$ cat config.mk
export PLATFORM = sky130hd
export DESIGN_NAME = alu_seq
export DESIGN_NICKNAME = d
export VERILOG_FILES = /design/src/rtl/alu_seq.sv
export SDC_FILE = /design/constraint.sdc
export NUM_CORES = 1
export LEC_CHECK = 0
export ABC_AREA = 1
export CORE_MARGIN = 10
export CORE_UTILIZATION = 45
export CTS_BUF_LIST = sky130_fd_sc_hd__clkbuf_2
export DETAILED_ROUTE_END_ITERATION = 12
export PLACE_DENSITY = 0.75
export SLEW_MARGIN = 20
export SYNTH_ARGS = -nofsm -noshare
export SYNTH_HDL_FRONTEND = slang
export SYNTH_SLANG_ARGS = --single-unit
export TNS_END_PERCENT = 1
$ cat constraint.sdc
create_clock -name clk -period 2.6 [get_ports clk]
set_input_delay 0.52 -clock clk [delete_from_list [all_inputs] [get_ports clk]]
set_output_delay 0.52 -clock clk [all_outputs]
set_load 0.02 [all_outputs]
$ cat src/rtl/alu_seq.sv
// alu_seq: registered ALU with carry/zero flags, rotate-by-any-amount and an
// iterative shift-add multiplier producing a 2*WIDTH-bit product.
//
// Ports:
//   clk          rising-edge clock
//   reset        asynchronous active-high reset
//   start        operation request, accepted only while busy=0
//   op[3:0]      operation code
//   rs           destination for single-cycle ops (0: r_out, 1: s_out)
//   x, y         operands, sampled when start is accepted
//   r_out, s_out result registers (MUL: low half / high half)
//   carry, zero  status flags
//   busy         multiply in progress
//   done         one-cycle pulse after a result has been written
module alu_seq #(
  parameter int WIDTH = 8,
  parameter int CNT_W = $clog2(WIDTH + 1)
) (
  input  logic             clk,
  input  logic             reset,
  input  logic             start,
  input  logic [3:0]       op,
  input  logic             rs,
  input  logic [WIDTH-1:0] x,
  input  logic [WIDTH-1:0] y,
  output logic [WIDTH-1:0] r_out,
  output logic [WIDTH-1:0] s_out,
  output logic             carry,
  output logic             zero,
  output logic             busy,
  output logic             done
);

  localparam logic [3:0]       OP_MUL   = 4'd11;
  localparam logic [CNT_W-1:0] CNT_INIT = CNT_W'(WIDTH);
  localparam logic [CNT_W-1:0] CNT_ONE  = CNT_W'(1);
  localparam logic [WIDTH:0]   W_VEC    = (WIDTH + 1)'(WIDTH);

  typedef enum logic {IDLE, MUL} state_t;

  state_t             state, state_next;
  logic [WIDTH-1:0]   mcand;
  logic [WIDTH-1:0]   mplier;
  logic [WIDTH-1:0]   acc;
  logic [CNT_W-1:0]   cnt;
  logic [WIDTH:0]     mul_sum;
  logic [2*WIDTH-1:0] prod;
  logic [WIDTH:0]     alu_res;

  // Single-cycle result: bit WIDTH is the carry, low bits are the result.
  function automatic logic [WIDTH:0] alu(input logic [3:0] code,
                                         input logic [WIDTH-1:0] a,
                                         input logic [WIDTH-1:0] b);
    logic [WIDTH:0]     r;
    logic [WIDTH:0]     amt;
    logic [2*WIDTH-1:0] dbl;
    logic [2*WIDTH-1:0] rot;
    r   = '0;
    amt = {1'b0, b} % W_VEC;
    dbl = {a, a};
    rot = '0;
    case (code)
      4'd0:  r[WIDTH-1:0] = a & b;
      4'd1:  r[WIDTH-1:0] = a | b;
      4'd2:  r[WIDTH-1:0] = ~a;
      4'd3:  r[WIDTH-1:0] = a ^ b;
      4'd4:  r = {a[0], b[0], a[WIDTH-1:1]};
      4'd5:  r = {a[WIDTH-1], a[WIDTH-2:0], b[WIDTH-1]};
      4'd6: begin
        rot = dbl >> amt;
        r[WIDTH-1:0] = rot[WIDTH-1:0];
      end
      4'd7: begin
        rot = dbl << amt;
        r[WIDTH-1:0] = rot[2*WIDTH-1:WIDTH];
      end
      4'd8:  r = {1'b0, a} + {1'b0, b};
      // Carry out of x + ~y + 1 is the "no borrow" indication.
      4'd9:  r = {1'b0, a} + {1'b0, ~b} + {{WIDTH{1'b0}}, 1'b1};
      4'd10: r[0] = (a == b);
      4'd12: begin
        for (int i = 0; i < WIDTH; i++) r[i] = a[WIDTH-1-i];
      end
      4'd13: r[0] = ^a;
      default: r = '0;
    endcase
    return r;
  endfunction

  assign alu_res = alu(op, x, y);

  // One shift-add step: conditional add into the upper half, with the add
  // carry kept in bit WIDTH so the following right shift brings it down.
  assign mul_sum = {1'b0, acc} + (mplier[0] ? {1'b0, mcand} : '0);
  assign prod    = {mul_sum, mplier[WIDTH-1:1]};

  always_ff @(posedge clk or posedge reset) begin
    if (reset) state <= IDLE;
    else       state <= state_next;
  end

  always_comb begin
    state_next = state;
    case (state)
      IDLE: if (start && op == OP_MUL) state_next = MUL;
      MUL:  if (cnt == CNT_ONE)        state_next = IDLE;
      default: state_next = IDLE;
    endcase
  end

  always_comb begin
    busy = (state == MUL);
  end

  always_ff @(posedge clk or posedge reset) begin
    if (reset) begin
      r_out  <= '0;
      s_out  <= WIDTH'(1);
      carry  <= 1'b0;
      zero   <= 1'b0;
      done   <= 1'b0;
      mcand  <= '0;
      mplier <= '0;
      acc    <= '0;
      cnt    <= '0;
    end else begin
      done <= 1'b0;
      case (state)
        IDLE: begin
          if (start) begin
            if (op == OP_MUL) begin
              mcand  <= x;
              mplier <= y;
              acc    <= '0;
              cnt    <= CNT_INIT;
            end else begin
              if (rs) s_out <= alu_res[WIDTH-1:0];
              else    r_out <= alu_res[WIDTH-1:0];
              carry <= alu_res[WIDTH];
              zero  <= (alu_res[WIDTH-1:0] == '0);
              done  <= 1'b1;
            end
          end
        end
        MUL: begin
          acc    <= mul_sum[WIDTH:1];
          mplier <= {mul_sum[0], mplier[WIDTH-1:1]};
          cnt    <= cnt - CNT_ONE;
          // Last iteration: the shifted value is the finished product.
          if (cnt == CNT_ONE) begin
            r_out <= prod[WIDTH-1:0];
            s_out <= prod[2*WIDTH-1:WIDTH];
            carry <= 1'b0;
            zero  <= (prod == '0);
            done  <= 1'b1;
          end
        end
        default: ;
      endcase
    end
  end

endmodule

==> results of run 1 <==
worst min path at each step:
stage                            to  depth (start not counted)
4_1_cts          acc[5]$_DFFE_PP0P_                          2
2_1_floorplan  mcand[0]$_DFFE_PP0P_                          2
5_1_grt          acc[5]$_DFFE_PP0P_                          2
3_3_place_gp   mcand[0]$_DFFE_PP0P_                          2
3_5_place_dp   mcand[0]$_DFFE_PP0P_                          2
6_report         acc[5]$_DFFE_PP0P_                          2
power by group through the flow:
stage / clock network [uW] / registers [uW] / logic [uW]
CTS: 497 / 1310 / 2210
detailed placement: 0 / 1330 / 2200
floorplan: 0 / 1440 / 1190
global route: 527 / 1350 / 2470
finish: 495 / 1310 / 2220
global placement: 0 / 1320 / 2160
synth_stat cells:
cell type and instances:
a21oi_1 23, a21oi_2 1, a21oi_4 1, a31oi_1 17, buf_1 1, buf_2 10
buf_4 4, buf_6 2, clkbuf_1 8, clkbuf_2 2, dfrtp_1 47, dfstp_2 1
fa_1 3, ha_1 34, inv_1 86, inv_2 3, nand2_1 248, nand3_1 131
nand3b_1 3, nand4_1 9, nor2_1 85, nor2_2 1, nor3_1 4, nor4_1 1
nor4_4 1, o211ai_1 5, o21a_1 1, o21ai_0 21, o21ai_1 2, o21bai_1 2
o221ai_1 1, o22ai_1 2, o41ai_1 1, or2_2 6, xnor2_1 2, xor2_1 4
cells by family (layout without fill, tap and decap cells):
family	after synthesis	in the layout	share of synthesized area [%]
simple gates	489	489	43.7
xor+xnor	6	6	1.11
other cells	0	1	0
compound gates	77	77	9.51
flops	48	48	25.3
buf+inv	116	244	10.1
fa+ha+maj	37	37	10.2
state kept, by name, summed over array words and instances, names as in the netlist:
register	count
carry	1
cnt	4
done	1
r_out	8
acc	8
busy	1
s_out	8
zero	1
mplier	8
mcand	8
cell usage in the layout, fill, tap and decap left out, types with 2 or more instances in the layout:
cell type        instances
xor2_1                   4
nand3_1                130
o21bai_1                 2
inv_2                    4
xnor2_1                  2
inv_1                   85
dfrtp_1                 46
clkdlybuf4s50_1         43
or2_2                    6
bufinv_16                2
nand4_1                  9
a21oi_2                  2
o22ai_1                  2
a21oi_1                 22
buf_4                  104
o21ai_0                 21
o211ai_1                 5
nand3b_1                 3
o21ai_1                  2
clkbuf_2                 5
ha_1                    34
fa_2                     2
a31oi_1                 17
nand2_1                248
nor3_1                   4
nor2_1                  82
nor2_2                   4
per-stage QoR:
step	setup TNS (ps)	util [%]	hold slack, ps
5_1_grt	0	59.2	374
6_report	0	59.2	347
3_3_place_gp	-2840	58.2	466
4_1_cts	0	59.0	371
2_1_floorplan	0	-	453
3_5_place_dp	-3430	58.2	476
worst max-delay path: stages:
cell and delay, ps:
clkdlybuf4s50_1 470, inv_1 60, ha_1 210, fa_2 360
o21ai_0 160, buf_4 150, nand3_1 100, nand2_1 80
nand2_1 50, nand3_1 60, nand2_1 80, o21ai_0 310
a31oi_1 150
final cells by class:
type,instances,area [sq um]
Fill cell,1021,4210
Multi-Input combinational cell,609,3090
Sequential cell,48,1200
Antenna cell,1,2.50
Clock buffer,5,25.0
Clock inverter,2,60.1
Timing Repair Buffer,148,1230
Tap cell,136,170
Inverter,89,334
layer usage:
| metal | vias up | wire length (microns) | track usage [%] |
|---|---|---|---|
| met5 | - | 0 | 0 |
| met3 | 38 | 1200 | 2.53 |
| li1 | 2767 | - | - |
| met2 | 231 | 7200 | 35.5 |
| met4 | 0 | 435 | 6.85 |
| met1 | 2485 | 6730 | 26.4 |
timing repair:
action,CTS,global route
setup buffers,0,0
setup endpoints to repair,0,3
gates resized for setup,0,8
==> results.cfg, run 1 <==
[status]
outcome = completed

[global_routing]
grt_use_total_pct = 20.7
grt_pass1_vias = 5143
grt_pass1_wl_mm = 25.3
antenna_found_initial = 1
grt_start_max_net_pins = 30
gr-total-overflow = 0

[synth]
avgSynthCellArea_sq_um = 6.14
synth_cell_type_count = 36
synth.ff_latch_count = 48
syn_nets = 834
ys_warn_count = 0
ys_seq_area_share_pct = 25.3
synth_top_area_share_pct = 24.8
synth_cells = 773
synth.largest_area_cell = dfrtp_1
synth_area_sq_um = 4750
synthTopCellsByArea = dfrtp_1, nand2_1, nand3_1, ha_1, inv_1

[setup_path]
crit_arrival_ps = 2770
start_kind = primary input
cp_max_fo = 3
critPathLaunch = x[0]
r2r-start = mplier[0]$_DFFE_PP0P_
rr_worst_depth = 13
worstPathRequired_ps = 2910
crit_end = s_out[6]$_DFFE_PP0P_
worstSetupPathType = primary input to register
r2r_setup_slack_ps = 270
timing.rr.end = s_out[7]$_DFFE_PP0P_
end_kind = register

[timing]
max_freq_ghz = 0.407
hold_viol = 0
period_needed_ps = 2460
finalSetupViolations = 0
tightest_slew_ps = 887
final-max-slew-violation-count = 0
relSlewSlack_pct = 40.6
clock_skew_ps = 29.2
post-route-period-util_pct = 94.6
rsz0062_at_grt = false
setup_ws_ps = 140

[placement]
port_buffers = 43
place_inst = 1030
placed_area_sq_um = 6000
post-dp-hpwl_mm = 12.9
post-place-ws_ps = -320
place.gp.congestion = 0.991

[power_and_ir_drop]
vdd_ir_drop_max_v = 0.000572
swShare_pct = 44.0
total_leakage_power_uw = 0.00331
combPwrFrac_pct = 55.2
p_int_uw = 2250
total_power_uw = 4020
power_density_nw_per_um2 = 658
power_frac_seq_pct = 32.5
p_clk_share_pct = 12.3
switchingPower_uw = 1770

[hold_path]
hp-class = primary input to asynchronous set/reset pin

[layout]
drive_gt1_share_pct = 15.0
finish.instance_area_sq_um = 6110
nNetsFinal = 962
syn_to_final_growth_pct = 28.7
final_cells = 1038

[drt]
dr.first_iter.drc_count = 606
routed-via-count = 5521
wire_per_inst_microns = 15.0
wirelength_mm = 15.6
firstDrtPassIters = 9
drc = 0
drt-vias-per-instance = 5.32
ant_nets = 0

[floorplanning]
die_h_microns = 123
core_area_sq_um = 10300
rows = 37
initial_core_util_pct = 46.0
die_w_microns = 123
die-area_sq_um = 15100
ios = 44

[cts]
htree_levels = 2
cts_hold_buf = 0
clk_path_buf_depth = 2
clk_latency_ps = 440
cts_num_sinks = 48
cts_tree = done
root_buffer = clkbuf_2
cts_buffers = 5
path_clk_slew_ps = 260

[run]
drv_cap = 0
Note: power is estimated with default switching activity, not from simulation.
==> run 2: changes to the inputs <==
Settings changed: REMOVE_ABC_BUFFERS set to 1.
==> results.cfg, run 2 (same netlist as run 1, synthesis figures left out) <==
[floorplanning]
ios = 44
core_area_sq_um = 10300
initial_core_util_pct = 46.0
die_h_microns = 123
die-area_sq_um = 15100
rows = 37
die_w_microns = 123

[global_routing]
grt_pass1_wl_mm = 25.3
antenna_found_initial = 0
grt_start_max_net_pins = 25
grt_pass1_vias = 5157
grt_use_total_pct = 20.9
gr-total-overflow = 0

[setup_path]
crit_path_cell_trace = clkdlybuf4s50_1 > buf_4 > ha_2 > fa_2 > or2_2 > nand3_1 > nand2_1 > nor2_1 > nand3_1 > nor2_1 > nand2_1 > nor2_1 > nand3_1 > nand2_1 > nand2_1 > nand2_1
end_kind = register
crit_arrival_ps = 2800
worstSetupPathType = primary input to register
cp_max_fo = 8
cp_common_cell = nand2_1
start_kind = primary input
cpPeakStageDelay_ps = 440
crit_path_top_delay_cell = clkdlybuf4s50_1
worstPathRequired_ps = 2990

[drt]
wire_per_inst_microns = 15.2
drc = 0
firstDrtPassIters = 5
ant_nets = 0
drt-vias-per-instance = 5.36
wirelength_mm = 15.7
dr.first_iter.drc_count = 649
routed-via-count = 5542

[timing]
setup_ws_ps = 184
hold_viol = 0
period_needed_ps = 2420
rsz0062_at_grt = false
final-max-slew-violation-count = 0
post-route-period-util_pct = 92.9
clock_skew_ps = 13.5
max_freq_ghz = 0.414
relSlewSlack_pct = 62.3
finalSetupViolations = 0
tightest_slew_ps = 564

[cts]
clk_path_buf_depth = 2
htree_levels = 2
clk_latency_ps = 430
cts_buffers = 5
post-cts-setup-buffers = 0
path_clk_slew_ps = 240
cts_num_sinks = 48
root_buffer = clkbuf_2
cts_tree = done

[power_and_ir_drop]
power_density_nw_per_um2 = 660
vdd_ir_drop_max_v = 0.000594
total_leakage_power_uw = 0.00329

[placement]
post-dp-hpwl_mm = 12.8
port_buffers = 43
placed_area_sq_um = 5970
post-place-ws_ps = -426
place.gp.congestion = 1.01

[layout]
nNetsFinal = 958
syn_to_final_growth_pct = 27.9
finish.instance_area_sq_um = 6070
final_cell_mix = nand2_1, nand3_1, buf_4
drive_gt1_share_pct = 14.3
final_common_cell = nand2_1
antennaDiodeCount = 0

[hold_path]
hp-class = primary input to asynchronous set/reset pin

[run]
drv_cap = 0

[status]
outcome = completed
run 2: repair_timing:
action	in CTS	in global routing
gates resized for setup	0	7
endpoints found under the setup margin	0	5
hold endpoints to repair	0	0
hold buffers	0	0
run 2: metrics by stage:
stage | utilization (%) | hold slack, ps | total power (uW) | TNS (ps) | instances
global route | 58.8 | 253 | 4320 | 0 | 1033
CTS | 58.7 | 275 | 4020 | 0 | 1033
floorplan | - | 453 | 2570 | 0 | 746
finish | 58.8 | 267 | 4010 | 0 | 1033
detailed placement | 57.9 | 473 | 3530 | -4550 | 1026
global placement | 57.9 | 467 | 3480 | -3760 | 1026
run 2: routing by layer:
layer | track usage [%] | share of wire [%]
met1 | 26.3 | 41
met2 | 35.4 | 47
met3 | 3.08 | 8.0
met4 | 7.36 | 3.9
met5 | 0 | 0
run 2: power by group:
part,switching (uW),total [uW],leakage [uW],internal [uW]
Sequential,258,1340,0.000588,1080
Combinational,1260,2180,0.00265,919
Clock,235,489,0.0000490,254
run 2: final timing paths:
| check | startpoint | to | slack [ps] | cells past startpoint |
|---|---|---|---|---|
| worst max register to register | mplier[0]$_DFFE_PP0P_ | zero$_DFFE_PP0P_ | 290 | 15 |
| min in group clk | mcand[6]$_DFFE_PP0P_ | mcand[6]$_DFFE_PP0P_ | 520 | 2 |
| max in group asynchronous | reset | s_out[0]$_DFFE_PP1P_ | 1780 | 3 |
| worst min-delay path | reset | cnt[1]$_DFFE_PP0P_ | 270 | 2 |
| worst max-delay path | x[0] | zero$_DFFE_PP0P_ | 180 | 16 |
| worst min register to register | mcand[6]$_DFFE_PP0P_ | mcand[6]$_DFFE_PP0P_ | 520 | 2 |
run 2: cell type report:
type | count | area [sq um]
clock buffers | 5 | 25.0
clock inverters | 2 | 60.1
fillers | 1037 | 4250
inverters | 89 | 334
multi-input cells | 609 | 3080
flip-flops and latches | 48 | 1200
well taps | 136 | 170
repair buffers | 144 | 1200
run 2: critical path: cells and delay by family:
kind	cells	cell delay, ps
adders and majority gates	2	530
buffers and inverters	2	620
and+or+nand+nor	12	1130
